--- src/rtl/audio_pkg.sv ---
// audio_pkg: shared constants, the sequencer state type and helper functions
// for the audio sample path (ADC reader -> sequencer -> IIR stage -> PWM DAC).
package audio_pkg;

   // Default sample width of the audio path, in bits.
   localparam int AUDIO_N = 10;

   // Sequencer states. The encoding is fixed so it reads cleanly on a debug port.
   typedef enum logic [1:0] {
      IDLE   = 2'd0,
      FILT   = 2'd1,
      COMMIT = 2'd2
   } seq_state_t;

   // Midscale of an n-bit offset-binary word, which represents silence.
   function automatic int midscale(input int n);
      return 1 << (n - 1);
   endfunction

   // Clock cycles per sample period. The division truncates toward zero.
   function automatic int div_calc(input int clk_hz, input int fs_hz);
      return clk_hz / fs_hz;
   endfunction

endpackage

--- src/rtl/audio_sample_seq_fs_tick_gen.sv ---
// fs_tick_gen: free-running modulo-DIV counter that emits a one-cycle tick
// on the last count of each period. It is generic, so any block that needs a
// slow periodic strobe (sample rate, pot scanning) can instantiate it.
module fs_tick_gen #(
   parameter int DIV = 4
) (
   input  logic clk,
   input  logic reset,
   output logic tick
);

   localparam int            CW   = (DIV > 1) ? $clog2(DIV) : 1;
   localparam logic [CW-1:0] LAST = CW'(DIV - 1);

   logic [CW-1:0] r_cnt;

   // Count 0..DIV-1 and wrap; runs regardless of what the consumer is doing.
   always_ff @(posedge clk) begin
      if (reset) begin
         r_cnt <= '0;
      end else if (r_cnt == LAST) begin
         r_cnt <= '0;
      end else begin
         r_cnt <= r_cnt + 1'b1;
      end
   end

   assign tick = (r_cnt == LAST);

endmodule

--- src/rtl/audio_sample_seq.sv ---
// audio_sample_seq: sample-rate sequencer between the ADC reader and the
// first-order IIR stage. It generates the fs strobe, keeps the x[n], x[n-1]
// and y[n-1] history, launches one filter evaluation per sample and commits
// the result to the PWM DAC input.
// Optional build macro AUDIO_SAMPLE_SEQ_MUTE_EN adds a mute input that forces
// the DAC to midscale while the filter history keeps updating.
//
// Filter handshake: filt_start is a one-cycle pulse meaning x_n/x_n1/y_n1 are
// valid and stay stable until the commit. The filter answers with filt_done
// (level or pulse) together with filt_y. filt_done is only honoured in the
// cycles after the filt_start pulse, so a level left high from the previous
// evaluation cannot be mistaken for a new answer. If no answer comes within
// TIMEOUT cycles, the previous y_n1 is committed again and timeout sticks.
module audio_sample_seq
   import audio_pkg::*;
#(
   parameter int N       = AUDIO_N,
   parameter int CLK_HZ  = 50000000,
   parameter int FS_HZ   = 48000,
   parameter int TIMEOUT = 64
) (
   input  logic         clk,
   input  logic         reset,
   input  logic         adc_valid,
   input  logic [N-1:0] adc_data,
   input  logic         filt_done,
   input  logic [N-1:0] filt_y,
`ifdef AUDIO_SAMPLE_SEQ_MUTE_EN
   input  logic         mute,
`endif
   output logic         fs_tick,
   output logic [N-1:0] x_n,
   output logic [N-1:0] x_n1,
   output logic [N-1:0] y_n1,
   output logic         filt_start,
   output logic [N-1:0] dac_val,
   output logic         dac_update,
   output logic         overrun,
   output logic         timeout,
   output logic         stale,
   output seq_state_t   dbg_state
);

   localparam int            DIV       = div_calc(CLK_HZ, FS_HZ);
   localparam logic [N-1:0]  MID       = N'(midscale(N));
   localparam int            TW        = $clog2(TIMEOUT + 1);
   localparam logic [TW-1:0] LAST_WAIT = TW'(TIMEOUT - 1);

   seq_state_t    r_state;
   seq_state_t    w_next;
   logic          w_tick;
   logic          w_tick_take;
   logic          w_done_seen;
   logic          w_expired;
   logic          w_commit;
   logic [N-1:0]  w_sample;
   logic [N-1:0]  w_result;
   logic [N-1:0]  w_dac_next;
   logic          r_first;
   logic [TW-1:0] r_wait;
   logic [N-1:0]  r_hold;
   logic          r_fresh;
   logic [N-1:0]  r_x_n;
   logic [N-1:0]  r_x_n1;
   logic [N-1:0]  r_y_n1;
   logic [N-1:0]  r_dac;
   logic          r_stale;
   logic          r_overrun;
   logic          r_timeout;

   fs_tick_gen #(
      .DIV   (DIV)
   ) u_fs_tick (
      .clk   (clk),
      .reset (reset),
      .tick  (w_tick)
   );

   // A tick is only consumed in IDLE; anywhere else it is dropped as an overrun.
   assign w_tick_take = w_tick && (r_state == IDLE);
   // A word arriving in the tick cycle itself is used directly instead of the older hold value.
   assign w_sample    = adc_valid ? adc_data : r_hold;
   assign w_done_seen = (r_state == FILT) && !r_first && filt_done;
   assign w_expired   = (r_state == FILT) && !r_first && !filt_done && (r_wait == LAST_WAIT);
   assign w_commit    = w_done_seen || w_expired;
   assign w_result    = w_done_seen ? filt_y : r_y_n1;

`ifdef AUDIO_SAMPLE_SEQ_MUTE_EN
   assign w_dac_next  = mute ? MID : w_result;
`else
   assign w_dac_next  = w_result;
`endif

   // State register.
   always_ff @(posedge clk) begin
      if (reset) begin
         r_state <= IDLE;
      end else begin
         r_state <= w_next;
      end
   end

   // Next-state logic: IDLE -> FILT on a tick, FILT -> COMMIT on answer or expiry, COMMIT -> IDLE.
   always_comb begin
      w_next = r_state;
      case (r_state)
         IDLE:    if (w_tick)   w_next = FILT;
         FILT:    if (w_commit) w_next = COMMIT;
         COMMIT:  w_next = IDLE;
         default: w_next = IDLE;
      endcase
   end

   // Control outputs decoded from the state and the first-cycle-of-FILT flag.
   always_comb begin
      filt_start = (r_state == FILT) && r_first;
      dac_update = (r_state == COMMIT);
      dbg_state  = r_state;
   end

   // Sample history, ADC hold register and sticky status flags.
   // y_n1/dac_val load on entry to COMMIT so dac_val already shows the new value while dac_update is high.
   always_ff @(posedge clk) begin
      if (reset) begin
         r_first   <= 1'b0;
         r_wait    <= '0;
         r_hold    <= MID;
         r_fresh   <= 1'b0;
         r_x_n     <= MID;
         r_x_n1    <= MID;
         r_y_n1    <= MID;
         r_dac     <= MID;
         r_stale   <= 1'b0;
         r_overrun <= 1'b0;
         r_timeout <= 1'b0;
      end else begin
         r_first <= w_tick_take;
         r_stale <= w_tick_take && !r_fresh && !adc_valid;

         if (adc_valid) begin
            r_hold  <= adc_data;
            r_fresh <= 1'b1;
         end
         if (w_tick_take) begin
            r_fresh <= 1'b0;
            r_x_n   <= w_sample;
            r_x_n1  <= r_x_n;
         end

         if (w_tick && (r_state != IDLE)) begin
            r_overrun <= 1'b1;
         end

         if ((r_state != FILT) || r_first) begin
            r_wait <= '0;
         end else begin
            r_wait <= r_wait + 1'b1;
         end

         if (w_expired) begin
            r_timeout <= 1'b1;
         end
         if (w_commit) begin
            r_y_n1 <= w_result;
            r_dac  <= w_dac_next;
         end
      end
   end

   assign fs_tick = w_tick;
   assign x_n     = r_x_n;
   assign x_n1    = r_x_n1;
   assign y_n1    = r_y_n1;
   assign dac_val = r_dac;
   assign stale   = r_stale;
   assign overrun = r_overrun;
   assign timeout = r_timeout;

endmodule

--- config.mk ---
export PLATFORM = sky130hd
export DESIGN_NAME = audio_sample_seq
export DESIGN_NICKNAME = d
export VERILOG_FILES = /design/src/rtl/audio_pkg.sv /design/src/rtl/audio_sample_seq_fs_tick_gen.sv /design/src/rtl/audio_sample_seq.sv
export SDC_FILE = /design/constraint.sdc
export NUM_CORES = 1
export LEC_CHECK = 0
export CAP_MARGIN = 20
export CORE_MARGIN = 2
export CORE_UTILIZATION = 35
export CTS_CLUSTER_DIAMETER = 120
export DETAILED_ROUTE_END_ITERATION = 12
export GPL_TIMING_DRIVEN = 0
export PLACE_DENSITY = 0.7
export SLEW_MARGIN = 20
export SYNTH_ARGS = -nofsm -noshare
export SYNTH_HDL_FRONTEND = slang
export SYNTH_SLANG_ARGS = --single-unit
--- constraint.sdc ---
create_clock -name clk -period 3.8 [get_ports clk]
set_input_delay 0.57 -clock clk [delete_from_list [all_inputs] [get_ports clk]]
set_output_delay 0.57 -clock clk [all_outputs]
set_load 0.02 [all_outputs]
==> implementation parameters, run 1 <==
Parameter                              Value

Setup path
  Maximum fanout along the worst path ... 7
  Crit path largest cell delay ... 0.63 ns
  Worst setup SP type ... register
  Cell family contributing the most delay on the critical path ... simple AND/OR/NAND/NOR gates
  Reg2Reg Launch Point ... u_fs_tick.r_cnt[5]$_SDFF_PP0_
  CP Launch Point ... u_fs_tick.r_cnt[5]$_SDFF_PP0_
  Required time of the critical path ... 3.23 ns
  Data arrival time at the worst-slack endpoint ... 2.10 ns
  Crit Path Class ... reg2out
  Max stage delay cell, worst path ... sky130_fd_sc_hd__clkdlybuf4s50_1
  Setup crit end kind ... output pin
  Worst Path Buf+Inv ... 1
  Crit-path cells ... nor4b_4 -> and3b_1 -> clkdlybuf4s50_1

Yosys
  Synth Register Bits ... 65
  Number of nets in the synthesized netlist ... 303
  Fraction of the yosys area taken by sequential cells ... 0.493
  Cell accounting for the most synthesized area ... sky130_fd_sc_hd__dfxtp_1
  Number of warnings printed during yosys synthesis ... 0
  Gate count after technology mapping ... 276
  Netlist Area Pre-Place ... 2640 um2
  Most instantiated cells after synthesis ... 65 x sky130_fd_sc_hd__dfxtp_1, 41 x sky130_fd_sc_hd__nand2_1, 29 x sky130_fd_sc_hd__mux2i_1
  Yosys top cell area share ... 0.493
  Synth area leaders ... sky130_fd_sc_hd__dfxtp_1 49%, sky130_fd_sc_hd__mux2i_1 11%, sky130_fd_sc_hd__nand2_1 5.8%
  Count of cell types in the netlist ... 39
  EDFF count, synth ... 0
  Top-count cell post-synth ... sky130_fd_sc_hd__dfxtp_1
  Mean post-synth cell area ... 9.56 um2
  Ys async rst share ... 0
  Main synth FF type ... sky130_fd_sc_hd__dfxtp_1

Clocking
  TritonCTS clock tree ... done
  Clk Latency, worst-skew pair ... 0.34 ns
  CTS sink count ... 65
  Number of hold-repair buffers added at the cts stage ... 0
  Htree depth ... 3
  Clock-pin slew on the worst setup and hold paths ... 0.06 ns
  Max clock buf depth ... 2
  Post-CTS sizing ... 0
  Master cell of the clock root buffer ... sky130_fd_sc_hd__clkbuf_8
  Clock buffers created by TritonCTS ... 9
  Number of buffers added for setup after CTS ... 0

Floorplan
  Die footprint ... 8250 um2
  Die H ... 90.8 um
  Std cell rows ... 31
  Floorplan Core Area ... 7290 um2
  Initial standard-cell utilization of the core ... 0.362
  Number of I/O pins ... 72
  Die boundary width ... 90.8 um

Routing
  Detailed-routed wire length on met3 ... 369 um
  Avg Vias per Cell ... 4.57
  Count of unresolved DRC violations after routing ... 0
  Remaining antenna violation count ... 0
  Average detailed-routed wire length per instance ... 12.2 um
  Final routed wirelength across all metal layers ... 5640 um
  First-iteration detailed-routing DRC count ... 53
  Vias ... 2107
  Uppermost routed layer ... met4
  Detailed-router iteration count before antenna repair ... 4
  Metal2 WL ... 2630 um
  Total routed wire length on the met1 layer ... 2540 um

Final layout
  Fraction of layout instances using a drive strength above 1 ... 0.119
  Fraction of the core area covered by cells at the end of the flow ... 0.503
  Antenna diode count ... 0
  Post-route non-filler standard cell count ... 461
  Net total in the final layout ... 385
  Area delta synth->final ... 39.0%

STA
  Max-slew headroom at the worst pin ... 0.648
  Unrepaired setup endpoints after global routing ... no
  Hold Worst Slack ... 0.433 ns
  Count of final max-slew check failures ... 0
  Fmax ... 375 MHz
  Number of setup violations in the final report ... 0
  Final Hold Vio Count ... 0
  Aggregate negative setup slack ... 0 ns
  Transition at the pin with the smallest max-transition slack ... 0.529 ns
  Final worst path period share ... 0.702
  Time the final worst path needs with I/O delays and setup ... 2.67 ns
  Worst Clk Skew ... 0.00451 ns

Min path
  Worst min path class ... reg2reg
  Beginning of the worst hold path ... r_fresh$_SDFFE_PP0P_

Pwr
  VDD IR max ... 0.000238 V
  Total power consumption of the routed design ... 0.00134 W
  Total power density per cell area ... 365 nW/um2
  Leak Pwr ... 1.54 nW

Place
  HPWL after detailed placement ... 4190 um
  Count of port buffers added during placement ... 71
  Total instance count after detailed placement ... 446
  GPL Wtd Cong ... 0.725

Global route
  Largest net degree at the start of global routing ... 11
  Number of global-route vias before repair ... 2065
  Antenna violations before repair ... 0
  Overall routing resource usage ... 0.146
  GRT Residual Overflow ... 0
  First-pass GRT wire length ... 9560 um

Run
  Max-capacitance violation count ... 0

Status
  Outcome ... finished clean
[cells by family (layout without fill, tap and decap cells)]
kind of cell,Yosys count,after routing,synth area share
adders and majority gates,3,3,0.0142
buffers and inverters,40,126,0.0778
muxes,29,29,0.110
and+or+nand+nor,101,101,0.213
xor gates and xnor gates,6,6,0.0199
AOI/OAI and AO/OA,32,32,0.0716
DFF,65,65,0.493
[metal layers]
metal | vias to the layer above | global-route usage
li1 | 1081 | -
met5 | - | 0
met2 | 65 | 0.241
met4 | 0 | 0.0606
met3 | 7 | 0.0559
met1 | 954 | 0.171
[final timing paths]
kind / to / slack [ns] / depth (start not counted)
setup / recovery: fs_tick / 1.13 / 3
hold / removal: stale$_SDFF_PP0_ / 0.43 / 1
setup reg to reg: x_n[0]$_SDFFE_PP0P_ / 2.28 / 4
hold reg to reg: stale$_SDFF_PP0_ / 0.43 / 1
[placed cells by master (no fill, tap or decap), drive strengths merged, types with 2 or more instances in the layout]
cell,netlist,layout
a21oi,18,18
dfxtp,65,65
or3,5,5
xnor2,3,3
nand4,3,3
clkinv,0,2
clkdlybuf4s50,0,71
nand2,41,41
and3b,2,2
or2,9,9
mux2i,29,29
buf,14,14
inv,18,18
clkbuf,8,20
o21ai,6,6
o31ai,2,2
nor4b,2,2
nor2,18,18
or4,2,2
ha,3,3
xor2,3,3
nand3,8,8
nor2b,3,3
nor4,2,2
[sequential cells by signal, summed over array words and instances (netlist names)]
| name | cells |
|---|---|
| dbg_state | 2 |
| u_fs_tick.r_cnt | 11 |
| stale | 1 |
| r_hold | 10 |
| timeout | 1 |
| r_fresh | 1 |
| r_wait | 7 |
| r_first | 1 |
| dac_val | 10 |
| x_n | 10 |
| overrun | 1 |
| x_n1 | 10 |
[through the flow]
step,setup WS [ns],instance area [um2]
after floorplan,2.17,2640
after global placement,1.22,3470
after detailed placement,1.24,3470
after CTS,1.08,3670
after global routing,1.02,3670
final,1.13,3670
[cell type report]
class	count	area (um2)
Buffer	22	138
Clock buffer	12	155
Timing Repair Buffer	71	711
Multi-Input combinational cell	171	1130
Clock inverter	3	40.0
Inverter	18	67.6
Tap cell	99	124
Fill cell	715	3620
Sequential cell	65	1300
[worst register-to-register path: stages, from the launching register on]
cell	delay, ns
sky130_fd_sc_hd__dfxtp_1	0.38
sky130_fd_sc_hd__nor4b_4	0.44
sky130_fd_sc_hd__nand4b_4	0.24
sky130_fd_sc_hd__buf_6	0.22
sky130_fd_sc_hd__mux2i_1	0.12
[where the power goes]
part | switching, W | internal [W] | total (W)
logic | 0.0000278 | 0.0000370 | 0.0000647
registers | 0.00000597 | 0.000691 | 0.000697
clock network | 0.000245 | 0.000333 | 0.000578
total | 0.000279 | 0.00106 | 0.00134
Note: power is estimated with default switching activity, not from simulation.
==> run 2: changes to the inputs <==
clock period = 2.76 ns   (was 3.8 ns; I/O delays follow)
==> results of run 2 <==
Same layout as run 1 (identical final DEF). Status: finished clean.
Main changes from that run: setup slack after placement 1.24 ns -> 0.353 ns; setup slack after layout 1.13 ns -> 0.247 ns; register-to-register setup slack 2.28 ns -> 1.24 ns; total power 0.00134 W -> 0.00184 W; worst IR drop on VDD 0.000238 V -> 0.000327 V
==> run 3: changes to the inputs <==
SETUP_SLACK_MARGIN = 0.2   (was default)
==> implementation parameters, run 3 (synthesis gave the netlist of run 1 again) <==
Parameter                              Value

Final layout
  Leading cell types in the layout, fill and taps excluded ... 71 x sky130_fd_sc_hd__clkdlybuf4s50_1, 65 x sky130_fd_sc_hd__dfxtp_1, 41 x sky130_fd_sc_hd__nand2_1
  Commonest non-fill, non-tap cell in the layout ... sky130_fd_sc_hd__clkdlybuf4s50_1
  Antenna diode count ... 0 (unchanged)
  Biggest register ... u_fs_tick.r_cnt
  Net total in the final layout ... 386 (+0.26%)
  Flip-flop count of the largest register, all copies and words added ... 11 (unchanged)
  Area delta synth->final ... 39.3%
  Final-layout fill cell count ... 713 (-0.28%)
  Post-route non-filler standard cell count ... 462 (+0.22%)
  Sequential cell area ... 1300 um2 (unchanged)
  Multi-input gate area ... 1130 um2 (unchanged)
  Fraction of layout instances using a drive strength above 1 ... 0.121 (+0.00243)

Clocking
  Max clock buf depth ... 2 (unchanged)
  Clk Latency, worst-skew pair ... 0.34 ns (about the same)
  Clock buffers created by TritonCTS ... 9 (unchanged)
  CTS sink count ... 65 (unchanged)
  TritonCTS clock tree ... done
  Clock-pin slew on the worst setup and hold paths ... 0.06 ns (about the same)
  Number of hold-repair buffers added at the cts stage ... 0 (unchanged)
  Master cell of the clock root buffer ... sky130_fd_sc_hd__clkbuf_8
  Htree depth ... 3 (unchanged)
  Post-CTS sizing ... 0 (unchanged)

Setup path
  Worst Path Buf+Inv ... 1 (unchanged)
  Crit path largest cell delay ... 0.63 ns (about the same)
  Required time of the critical path ... 2.35 ns
  Cell family contributing the most delay on the critical path ... simple AND/OR/NAND/NOR gates
  Crit Path Class ... reg2out
  Maximum fanout along the worst path ... 7 (unchanged)
  Worst setup SP type ... register
  Data arrival time at the worst-slack endpoint ... 2.02 ns (-0.08 ns)
  Setup crit end kind ... output pin
  Crit-path cells ... nor4b_4 -> and3b_1 -> clkdlybuf4s50_1
  Max stage delay cell, worst path ... sky130_fd_sc_hd__clkdlybuf4s50_1

STA
  Time the final worst path needs with I/O delays and setup ... 2.43 ns
  Unrepaired setup endpoints after global routing ... no
  Max-slew headroom at the worst pin ... 0.648 (unchanged)
  Worst Clk Skew ... 0.00449 ns (-0.0000255 ns)
  Fmax ... 411 MHz
  Number of setup violations in the final report ... 0 (unchanged)
  Final worst path period share ... 0.881
  Transition at the pin with the smallest max-transition slack ... 0.529 ns (unchanged)
  Aggregate negative setup slack ... 0 ns (unchanged)
  Final Hold Vio Count ... 0 (unchanged)
  Count of final max-slew check failures ... 0 (unchanged)

Floorplan
  Std cell rows ... 31 (unchanged)
  Initial standard-cell utilization of the core ... 0.362 (unchanged)
  Die footprint ... 8250 um2 (unchanged)
  Floorplan Core Area ... 7290 um2 (unchanged)
  Die H ... 90.8 um (unchanged)
  Die boundary width ... 90.8 um (unchanged)
  Number of I/O pins ... 72 (unchanged)

Pwr
  Switch Pwr ... 0.000384 W
  Share of power burned in combinational logic ... 0.048 (about the same)
  Leak Pwr ... 1.55 nW (+0.35%)
  Share of power burned in the clock network ... 0.431 (about the same)
  Internal portion of total power ... 0.00146 W
  Sw frac ... 0.208
  Total power density per cell area ... 502 nW/um2
  Total power consumption of the routed design ... 0.00184 W
  VDD IR max ... 0.000327 V
  Power share of the sequential group ... 0.520 (about the same)

Routing
  Remaining antenna violation count ... 0 (unchanged)
  Final routed wirelength across all metal layers ... 5640 um (unchanged)
  First-iteration detailed-routing DRC count ... 55 (+3.8%)
  Count of unresolved DRC violations after routing ... 0 (unchanged)
  Detailed-router iteration count before antenna repair ... 4 (unchanged)
  Vias ... 2110 (+0.14%)
  Average detailed-routed wire length per instance ... 12.2 um (-0.22%)
  Avg Vias per Cell ... 4.57 (about the same)

Place
  GPL Wtd Cong ... 0.725 (unchanged)
  HPWL after detailed placement ... 4190 um (unchanged)
  Total instance count after detailed placement ... 446 (unchanged)
  Count of port buffers added during placement ... 71 (unchanged)

Global route
  Number of global-route vias before repair ... 2063 (-0.097%)
  First-pass GRT wire length ... 9560 um (unchanged)
  Largest net degree at the start of global routing ... 11 (unchanged)
  Antenna violations before repair ... 0 (unchanged)
  GRT Residual Overflow ... 0 (unchanged)
  Overall routing resource usage ... 0.146 (unchanged)

Run
  Max-capacitance violation count ... 0 (unchanged)

Status
  Outcome ... finished clean

Min path
  Worst min path class ... reg2reg
[run 3: final timing paths]
check	slack (ns)	cells past startpoint	startpoint	to
worst min-delay path	0.43	1	r_fresh$_SDFFE_PP0P_	stale$_SDFF_PP0_
worst min register to register	0.43	1	r_fresh$_SDFFE_PP0P_	stale$_SDFF_PP0_
worst max register to register	1.21	5	u_fs_tick.r_cnt[5]$_SDFF_PP0_	x_n[0]$_SDFFE_PP0P_
worst max-delay path	0.33	3	u_fs_tick.r_cnt[5]$_SDFF_PP0_	fs_tick
[run 3: final cells by class]
class | instances | area share
plain buffers | 22 | 0.0375
clock buffers | 12 | 0.0422
clock inverters | 3 | 0.0109
inverters | 18 | 0.0184
multi-input cells | 171 | 0.308
flip-flops and latches | 65 | 0.354
well taps | 99 | 0.0337
repair buffers | 72 | 0.195
[run 3: metal layers]
layer	wire (um)	track usage	part of all wire
met1	2530	0.171	0.45
met2	2640	0.241	0.47
met3	369	0.0559	0.065
met4	97	0.0606	0.017
met5	0	0	0
[run 3: power groups by stage]
stage	combinational, W	sequential (W)	clock [W]
CTS	0.0000905	0.000960	0.000821
global placement	0.0000895	0.000981	0
detailed placement	0.0000899	0.000981	0
finish	0.0000891	0.000960	0.000796
floorplan	0.0000440	0.000979	0
global route	0.000100	0.000961	0.000862
[run 3: what timing repair did]
action | CTS | global route
setup buffers | 0 | 1
pin swaps | 1 | 1
endpoints found under the setup margin | 1 | 1
[run 3: per-stage QoR]
step / worst slack [ns] / utilization / hold WS (ns) / area [um2]
floorplan: 1.29 / - / 0.414 / 2640
global placement: 0.336 / 0.476 / 0.423 / 3470
detailed placement: 0.353 / 0.476 / 0.428 / 3470
CTS: 0.207 / 0.503 / 0.437 / 3670
global route: 0.213 / 0.504 / 0.460 / 3670
finish: 0.329 / 0.504 / 0.433 / 3670
